[config.mk]
export PLATFORM = sky130hd
export DESIGN_NAME = scene_compositor
export DESIGN_NICKNAME = d
export VERILOG_FILES = /design/src/rtl/scene_compositor.sv
export SDC_FILE = /design/constraint.sdc
export NUM_CORES = 1
export LEC_CHECK = 0
export CAP_MARGIN = 30
export CORE_UTILIZATION = 50
export DETAILED_ROUTE_END_ITERATION = 10
export GPL_ROUTABILITY_DRIVEN = 1
export GPL_TIMING_DRIVEN = 0
export PLACE_DENSITY_LB_ADDON = 0.2
export SLEW_MARGIN = 20
export SYNTH_ARGS = -nofsm -noshare
export SYNTH_HDL_FRONTEND = slang
export SYNTH_SLANG_ARGS = --single-unit
[constraint.sdc]
create_clock -name clk -period 4.85 [get_ports clk]
set_clock_uncertainty 0.1 [all_clocks]
set_input_delay 1.455 -clock clk [delete_from_list [all_inputs] [get_ports clk]]
set_output_delay 1.455 -clock clk [all_outputs]
set_load 0.005 [all_outputs]
[src/rtl/scene_compositor.sv]
// scene_compositor: per-pixel colour for the game display.
// Game state is snapshotted once per frame. Each pixel request returns a
// 24-bit colour two cycles later, one pixel per cycle. A character blinks
// for a number of frames after its HP drops.
module scene_compositor #(
  parameter int SPR_W        = 32,
  parameter int SPR_H        = 48,
  parameter int BUL_S        = 8,
  parameter int FLASH_FRAMES = 16
) (
  input  logic               clk,
  input  logic               rst,
  input  logic               i_frame_start,
  input  logic               i_valid,
  input  logic [10:0]        i_px,
  input  logic [9:0]         i_py,
  input  logic [1:0]         i_state,
  input  logic signed [10:0] i_player_x,
  input  logic signed [9:0]  i_player_y,
  input  logic [1:0]         i_player_hp,
  input  logic               i_player_shield,
  input  logic               i_player_squat,
  input  logic signed [10:0] i_enemy_x,
  input  logic signed [9:0]  i_enemy_y,
  input  logic [1:0]         i_enemy_hp,
  input  logic               i_enemy_shield,
  input  logic               i_enemy_squat,
  input  logic signed [10:0] i_goodbullet_x,
  input  logic signed [9:0]  i_goodbullet_y,
  input  logic               i_goodbullet_isE,
  input  logic signed [10:0] i_badbullet_x,
  input  logic signed [9:0]  i_badbullet_y,
  input  logic               i_badbullet_isE,
  output logic               o_valid,
  output logic [23:0]        o_rgb
);

  localparam logic signed [11:0] SW  = 12'(SPR_W);
  localparam logic signed [11:0] SH  = 12'(SPR_H);
  localparam logic signed [11:0] SH2 = 12'(SPR_H / 2);
  localparam logic signed [11:0] BS  = 12'(BUL_S);

  logic [1:0]         st;
  logic signed [10:0] pl_x, en_x, gb_x, bb_x;
  logic signed [9:0]  pl_y, en_y, gb_y, bb_y;
  logic [1:0]         pl_hp, en_hp;
  logic               pl_sh, pl_sq, en_sh, en_sq, gb_e, bb_e;
  logic [4:0]         pl_fl, en_fl;

  // Shadow copy of the game state, refreshed only at frame start
  always_ff @(posedge clk or posedge rst) begin
    if (rst) begin
      st <= 2'b00;
      pl_x <= '0; pl_y <= '0; pl_hp <= 2'd3; pl_sh <= 1'b0; pl_sq <= 1'b0;
      en_x <= '0; en_y <= '0; en_hp <= 2'd3; en_sh <= 1'b0; en_sq <= 1'b0;
      gb_x <= '0; gb_y <= '0; gb_e <= 1'b0;
      bb_x <= '0; bb_y <= '0; bb_e <= 1'b0;
    end else if (i_frame_start) begin
      st <= i_state;
      pl_x <= i_player_x; pl_y <= i_player_y; pl_hp <= i_player_hp;
      pl_sh <= i_player_shield; pl_sq <= i_player_squat;
      en_x <= i_enemy_x; en_y <= i_enemy_y; en_hp <= i_enemy_hp;
      en_sh <= i_enemy_shield; en_sq <= i_enemy_squat;
      gb_x <= i_goodbullet_x; gb_y <= i_goodbullet_y; gb_e <= i_goodbullet_isE;
      bb_x <= i_badbullet_x; bb_y <= i_badbullet_y; bb_e <= i_badbullet_isE;
    end
  end

  // Per-frame flash counters: reload on an HP drop during play, else count down
  always_ff @(posedge clk or posedge rst) begin
    if (rst) begin
      pl_fl <= '0;
      en_fl <= '0;
    end else if (i_frame_start) begin
      if (i_state != 2'b01) begin
        pl_fl <= '0;
        en_fl <= '0;
      end else begin
        if (st == 2'b01 && i_player_hp < pl_hp) pl_fl <= 5'(FLASH_FRAMES);
        else if (pl_fl != 5'd0)                 pl_fl <= pl_fl - 5'd1;
        if (st == 2'b01 && i_enemy_hp < en_hp)  en_fl <= 5'(FLASH_FRAMES);
        else if (en_fl != 5'd0)                 en_fl <= en_fl - 5'd1;
      end
    end
  end

  function automatic logic in_rng(logic signed [11:0] p, logic signed [11:0] lo,
                                  logic signed [11:0] hi);
    return (p >= lo) && (p < hi);
  endfunction

  logic signed [11:0] sx, sy;
  logic signed [11:0] plx, ply, enx, eny, gbx, gby, bbx, bby, pl_top, en_top;
  logic hit_pl, hit_en, hit_gb, hit_bb, hit_php, hit_ehp;

  assign sx  = $signed({1'b0, i_px});
  assign sy  = $signed({2'b00, i_py});
  assign plx = {pl_x[10], pl_x};
  assign enx = {en_x[10], en_x};
  assign gbx = {gb_x[10], gb_x};
  assign bbx = {bb_x[10], bb_x};
  assign ply = {{2{pl_y[9]}}, pl_y};
  assign eny = {{2{en_y[9]}}, en_y};
  assign gby = {{2{gb_y[9]}}, gb_y};
  assign bby = {{2{bb_y[9]}}, bb_y};
  // Squatting drops the top edge by half a sprite; the bottom edge stays put
  assign pl_top = ply + (pl_sq ? SH2 : 12'sd0);
  assign en_top = eny + (en_sq ? SH2 : 12'sd0);

  assign hit_pl = in_rng(sx, plx, plx + SW) && in_rng(sy, pl_top, ply + SH) &&
                  !(pl_fl != 5'd0 && pl_fl[1]);
  assign hit_en = in_rng(sx, enx, enx + SW) && in_rng(sy, en_top, eny + SH) &&
                  !(en_fl != 5'd0 && en_fl[1]);
  assign hit_gb = gb_e && in_rng(sx, gbx, gbx + BS) && in_rng(sy, gby, gby + BS);
  assign hit_bb = bb_e && in_rng(sx, bbx, bbx + BS) && in_rng(sy, bby, bby + BS);

  // HP bar segments: three 16x8 blocks, player from the left, enemy from the right
  always_comb begin
    hit_php = 1'b0;
    hit_ehp = 1'b0;
    if (i_py >= 10'd8 && i_py <= 10'd15) begin
      for (int k = 0; k < 3; k++) begin
        if (2'(k) < pl_hp && i_px >= 11'(8 + 20 * k) && i_px <= 11'(23 + 20 * k))
          hit_php = 1'b1;
        if (2'(k) < en_hp && i_px >= 11'(616 - 20 * k) && i_px <= 11'(631 - 20 * k))
          hit_ehp = 1'b1;
      end
    end
  end

  logic       s1_valid, s1_bb, s1_gb, s1_pl, s1_pl_sh, s1_en, s1_en_sh, s1_php, s1_ehp;
  logic [1:0] s1_st;

  // Stage 1: register the request with all hit flags from the current snapshot
  always_ff @(posedge clk or posedge rst) begin
    if (rst) begin
      s1_valid <= 1'b0; s1_st <= 2'b00;
      s1_bb <= 1'b0; s1_gb <= 1'b0;
      s1_pl <= 1'b0; s1_pl_sh <= 1'b0; s1_en <= 1'b0; s1_en_sh <= 1'b0;
      s1_php <= 1'b0; s1_ehp <= 1'b0;
    end else begin
      s1_valid <= i_valid; s1_st <= st;
      s1_bb <= hit_bb; s1_gb <= hit_gb;
      s1_pl <= hit_pl; s1_pl_sh <= pl_sh; s1_en <= hit_en; s1_en_sh <= en_sh;
      s1_php <= hit_php; s1_ehp <= hit_ehp;
    end
  end

  logic [23:0] colour;

  // Colour priority: bullets over characters over HP bars over background
  always_comb begin
    colour = 24'h202040;
    case (s1_st)
      2'b00: colour = 24'h0000FF;
      2'b10: colour = 24'h00FF00;
      2'b11: colour = 24'hFF0000;
      default: begin
        if (s1_bb)       colour = 24'hFF0000;
        else if (s1_gb)  colour = 24'hFFFFFF;
        else if (s1_pl)  colour = s1_pl_sh ? 24'hFFFF00 : 24'h00C0FF;
        else if (s1_en)  colour = s1_en_sh ? 24'hFFFF00 : 24'hFF6000;
        else if (s1_php) colour = 24'h00FF00;
        else if (s1_ehp) colour = 24'hFF00FF;
        else             colour = 24'h202040;
      end
    endcase
  end

  // Stage 2: registered output, forced to zero when no pixel is valid
  always_ff @(posedge clk or posedge rst) begin
    if (rst) begin
      o_valid <= 1'b0;
      o_rgb   <= 24'h0;
    end else begin
      o_valid <= s1_valid;
      o_rgb   <= s1_valid ? colour : 24'h0;
    end
  end

endmodule

# --- After elaboration in Yosys (flattened, before gate mapping) ---
# Cells that the tools add are included.
op_classes:
  n_addsub: 12
  n_mul: 0
  n_div: 0
  n_lt_le_gt_ge: 38
  eq_ne: 4
  shift: 0
  n_mux: 26
  bitwise: 0
  n_reduce_logical: 42
ops:
  columns: ["op", "n"]
  rows:
  - ["24-bit two-way mux", 8]
  - ["24-bit case mux with 3 select lines", 1]
  - ["12-bit by 11-bit greater-or-equal comparator with 1-bit output", 4]
  - ["12-bit less-than comparator", 4]
  - ["11-bit less-than comparator", 4]
  - ["5-bit two-way mux", 8]
  - ["11-bit by 10-bit greater-or-equal comparator with 1-bit output (second input constant)", 3]
  - ["11-bit by 10-bit less-or-equal comparator with 1-bit output (second input constant)", 3]
  - ["1-bit logical AND", 33]
  - ["11-bit by 5-bit adder with 12-bit output (second input constant)", 2]
  - ["11-bit by 7-bit adder with 12-bit output (second input constant)", 2]
  - ["10-bit by 5-bit adder with 11-bit output (second input constant)", 2]
  - ["10-bit by 6-bit adder with 11-bit output", 2]
  - ["10-bit by 7-bit adder with 11-bit output (second input constant)", 2]
  - ["11-bit by 10-bit greater-or-equal comparator with 1-bit output", 2]
  - ["11-bit greater-or-equal comparator", 2]
  - ["11-bit by 6-bit less-or-equal comparator with 1-bit output (second input constant)", 2]
  - ["16-bit two-way mux", 1]
  - ["11-bit by 4-bit greater-or-equal comparator with 1-bit output (second input constant)", 1]
  - ["11-bit by 5-bit greater-or-equal comparator with 1-bit output (second input constant)", 1]
  - ["11-bit by 6-bit greater-or-equal comparator with 1-bit output (second input constant)", 1]
  - ["11-bit by 5-bit less-or-equal comparator with 1-bit output (second input constant)", 1]
  - ["10-bit by 4-bit greater-or-equal comparator with 1-bit output (second input constant)", 1]
  - ["10-bit by 4-bit less-or-equal comparator with 1-bit output (second input constant)", 1]
  - ["13 further kinds", 31]
word_totals:
  register_bits: 142
  latch_bits: 0
  mem_bits_rw: 0
  rom_bits: 0
  word_cells: 153
  memories: 0

# --- Longest topological paths before layout ---
logic_depth:
  word_depth: 8
  depth_mapped: 10
  mapped_depth_nobuf: 10

# --- Least setup slack after synthesis ---
# Ideal clock, no wire load.
synth_timing:
  path_kind: "input -> register"
  startpoint: "in i_py[1]"
  endpoint: "reg s1_bb"
  setup_ns: 0.111
  t_arrival_ns: 2.839
  t_required_ns: 4.639
  setup_slack_ns: 1.799
  path_stages: 7
  n_path_buf: 0
  path_cell_list: "ha_1 nor2b_1 o31a_1 o21ai_0 a21oi_1 o31a_1 a2111oi_2"
synth_via:
  elab_chain_cells: 3
synth_lines:
  columns: ["item", "line_no", "rtl"]
  rows:
  - ["from (decl)", "16", "input logic [9:0] i_py,"]
  - ["11-bit by 10-bit greater-or-equal comparator with 1-bit output or 11-bit less-than comparator (tied branches)", "89", "return (p >= lo) && (p < hi);"]
  - ["1-bit logical AND (*)", "89", null]
  - ["1-bit logical AND (*)", "115", "assign hit_bb = bb_e && in_rng(sx, bbx, bbx + BS) && in_rng(sy, bby, bby + BS);"]
  - ["via hit_bb", "94", "logic hit_pl, hit_en, hit_gb, hit_bb, hit_php, hit_ehp;"]
  - ["to (signal assigned)", "143", "s1_bb <= hit_bb; s1_gb <= hit_gb;"]
  - ["to (decl)", "131", "logic s1_valid, s1_bb, s1_gb, s1_pl, s1_pl_sh, s1_en, s1_en_sh, s1_php, s1_ehp;"]
# Mark *: on every way through the listed nets, which the timed path passes. The rest lies on a longest branch.
# A chain may end at the register's enable or synchronous reset.

# --- Final worst setup path ---
layout_timing:
  startpoint: "in i_px[9]"
  endpoint: "reg s1_en"
layout_via:
  elab_chain_cells: 4
layout_lines:
  columns: ["item", "line_no", "rtl"]
  rows:
  - ["from (decl)", "15", "input logic [10:0] i_px,"]
  - ["12-bit by 11-bit greater-or-equal comparator with 1-bit output or 12-bit less-than comparator (tied branches)", "89", null]
  - ["1-bit logical AND (*)", "89", null]
  - ["1-bit logical AND (*) (2 in series)", "112", "assign hit_en = in_rng(sx, enx, enx + SW) && in_rng(sy, en_top, eny + SH) &&"]
  - ["via hit_en", "94", null]
  - ["to (signal assigned)", "144", "s1_pl <= hit_pl; s1_pl_sh <= pl_sh; s1_en <= hit_en; s1_en_sh <= en_sh;"]
  - ["to (decl)", "131", null]
# Marked as above.

==> impl_metrics.toml <==
[status]
status = "finished clean"

[global_routing]
use_met1_pct = 34.62
grt_pass1_vias = 7706
gr-total-overflow = 0
grt_usage_pct = 27.19
top_usage_layer = "met2"
gr-usage-met3_pct = 4.268
grtUsageMet2_pct = 45.98
grt_pass1_wl_um = 38650
grt_max_degree = 33
antenna_found_initial = 0

[placement]
place_area_sq_um = 11020
gp_congestion = 0.8912
hpwl_um = 18780
dp_slack_ns = 0.5907
portBuffers = 144

[worst_setup_path]
crit_chain = "clkdlybuf4s50_1, ha_1, a211o_1, a221oi_1, nand3_1, a21oi_1, nor4b_1"
r2r_cells = 10
crit_family = "compound AO/OA/AOI/OAI gates"
cp-start-kind = "input pin"
worstPathRequired_ns = 5.00
worstSetupPathDepth = 7
critPathMaxStageDelay_ns = 0.74
end_kind = "flop"
cp.arrival_ns = 4.01
worstPathMaxFanout = 10
slowest_stage = "clkdlybuf4s50_1"
crit_buf_inv = 1
path_class = "in2reg"

[clock_network]
cts_hold_buf = 0
clockRootBuffer = "clkbuf_16"
cts_max_level = 4
clkSlewWorstSetupHoldPaths_ns = 0.05
postCtsSetupBuffers = 0
cts_tree = "yes"
numClockSinks = 126
post_cts_resized = 0
clk_latency_ns = 0.43
clock_path_buffers = 2
numCtsBuffers = 17

[drt]
first_pass_iters = 7
post-route-drc-count = 0
drt_wl_total_um = 24140
routedWlPerCell_um = 17.18
ant_nets = 0
vias = 7842
via_per_inst = 5.581
drt_iter0_drc = 340

[die]
initial_core_util_pct = 51.06
die_h_um = 137.7
die_area_sq_um = 18950
floorplan.rows = 49
die_w_um = 137.7
core-area_sq_um = 18020
io_pins = 146

[timing]
drv_slew = 0
min_period_over_period_pct = 79.57
relSlewSlack_pct = 40.11
fmax_mhz = 259.1
period_needed_ns = 3.859
rsz0062_at_grt = "false"
setup_violations = 0
worst_pin_slew_ns = 0.8983
layout_setup_ws_ns = 0.9908
fin_tns_setup_ns = 0
finalHoldViolCount = 0

[synthesis]
synth_top_flop_cell = "dfrtp_1"
netlist_instances = 996
seq_area_frac_synth_pct = 34.31
synth-seq-cells = 126
synth_cell_types = 60
synth.largest_area_cell = "dfrtp_1"
synth_most_common_cell = "ha_1"
netlist.area_leader.share_pct = 33.17
synth-edff-count = 0
yosys-top-cells-count = "ha_1 (156), dfrtp_1 (122), o21ai_0 (120)"
async_flop_share_pct = 100.0
synth.avg_cell_area_sq_um = 9.241
netlist_area_sq_um = 9204
yosys-top-cells-area = "dfrtp_1 (33%), ha_1 (21%), o21ai_0 (6.5%)"
yosys_warnings = 0
synth_nets = 1275

[final_layout]
layout-drive-gt1-share_pct = 7.483
diodes = 0
final_nets = 1442
n_fill_cell = 1554
post-route-util_pct = 64.29
finalInstanceArea_sq_um = 11590
syn_to_final_growth_pct = 25.90

[power]
cellPowerDensity_nw_per_um2 = 311.0
power.leakage_nw = 5.251
peakVddDrop_uv = 295.0
fin_total_pwr_mw = 3.603

[worst_hold_path]
min_path_type = "reg2reg"
hold_path_depth = 0

[flow_run]
drv_cap = 0
## metrics by stage
stage                     hold WS [ns]  instances
after detailed placement        0.2666       1373
after global placement          0.2554       1369
after global routing            0.2930       1405
after floorplan                 0.2501        996
after CTS                       0.2828       1405
final                           0.2841       1405
## cell usage in the layout (no fill, tap or decap), drive strengths merged, types with 9 or more instances in the layout
cell type | netlist | routed
inv | 89 | 88
clkbuf | 19 | 45
nand4 | 9 | 9
and3 | 9 | 9
o211ai | 10 | 10
nor2 | 23 | 23
a21oi | 45 | 45
o21a | 11 | 11
dfrtp | 122 | 122
nand3 | 40 | 40
xnor2 | 34 | 34
nand2b | 12 | 12
o21ai | 120 | 120
nor2b | 10 | 10
nor4 | 9 | 9
xor2 | 15 | 15
nor3 | 14 | 14
ha | 156 | 156
mux2 | 30 | 30
buf | 20 | 24
nand2 | 113 | 113
clkdlybuf4s50 | 0 | 144
## logic make-up (layout without fill, tap and decap cells)
family | after synthesis | after routing | synth area share, %
flip-flops | 126 | 126 | 34.31
adder cells (fa/ha/maj) | 158 | 158 | 21.64
buffers and inverters | 128 | 308 | 5.873
AO/OA/AOI/OAI | 245 | 245 | 16.15
AND/OR/NAND/NOR | 260 | 260 | 13.69
XOR/XNOR | 49 | 49 | 4.663
multiplexers | 30 | 30 | 3.670
## final cells by class
class	instances	area, sq um	share of cell area (%)
Inverter	89	337.8	2.915
Tap cell	229	286.5	2.473
Clock buffer	26	489.2	4.222
Buffer	39	206.4	1.782
Multi-Input combinational cell	742	5505	47.51
Sequential cell	126	3158	27.25
Timing Repair Buffer	148	1521	13.13
Clock inverter	6	82.58	0.7127
## state kept, by name (all words and copies together), names as in the netlist, 2 cells and up
| register | cells |
|---|---|
| bb_x | 11 |
| en_x | 11 |
| gb_x | 11 |
| pl_x | 11 |
| bb_y | 10 |
| en_y | 10 |
| gb_y | 10 |
| pl_y | 10 |
| o_rgb | 8 |
| en_fl | 5 |
| pl_fl | 5 |
| en_hp | 2 |
| pl_hp | 2 |
| s1_st | 2 |
| st | 2 |
## per-layer routing
metal	share of wire, %	wire length, um
met1	45	10790
met2	48	11570
met3	4.9	1181
met4	2.5	597
met5	0	0
## report_power, final
part           internal (mW)  leakage, nW  switching [mW]
Sequential              1.17         1.54           0.109
Clock                  0.795        0.278           0.470
Combinational          0.517         3.43           0.541
## worst paths after layout
check / start / to / slack, ns
max: i_px[9] / s1_en / 0.99
min: pl_sh / s1_pl_sh / 0.28
max reg2reg: en_y[6] / s1_en / 1.85
min reg2reg: pl_sh / s1_pl_sh / 0.28
max in group asynchronous: rst / pl_hp[0] / 2.62
min in group asynchronous: rst / bb_x[4] / 1.27
Note: power is estimated with default switching activity, not from simulation.
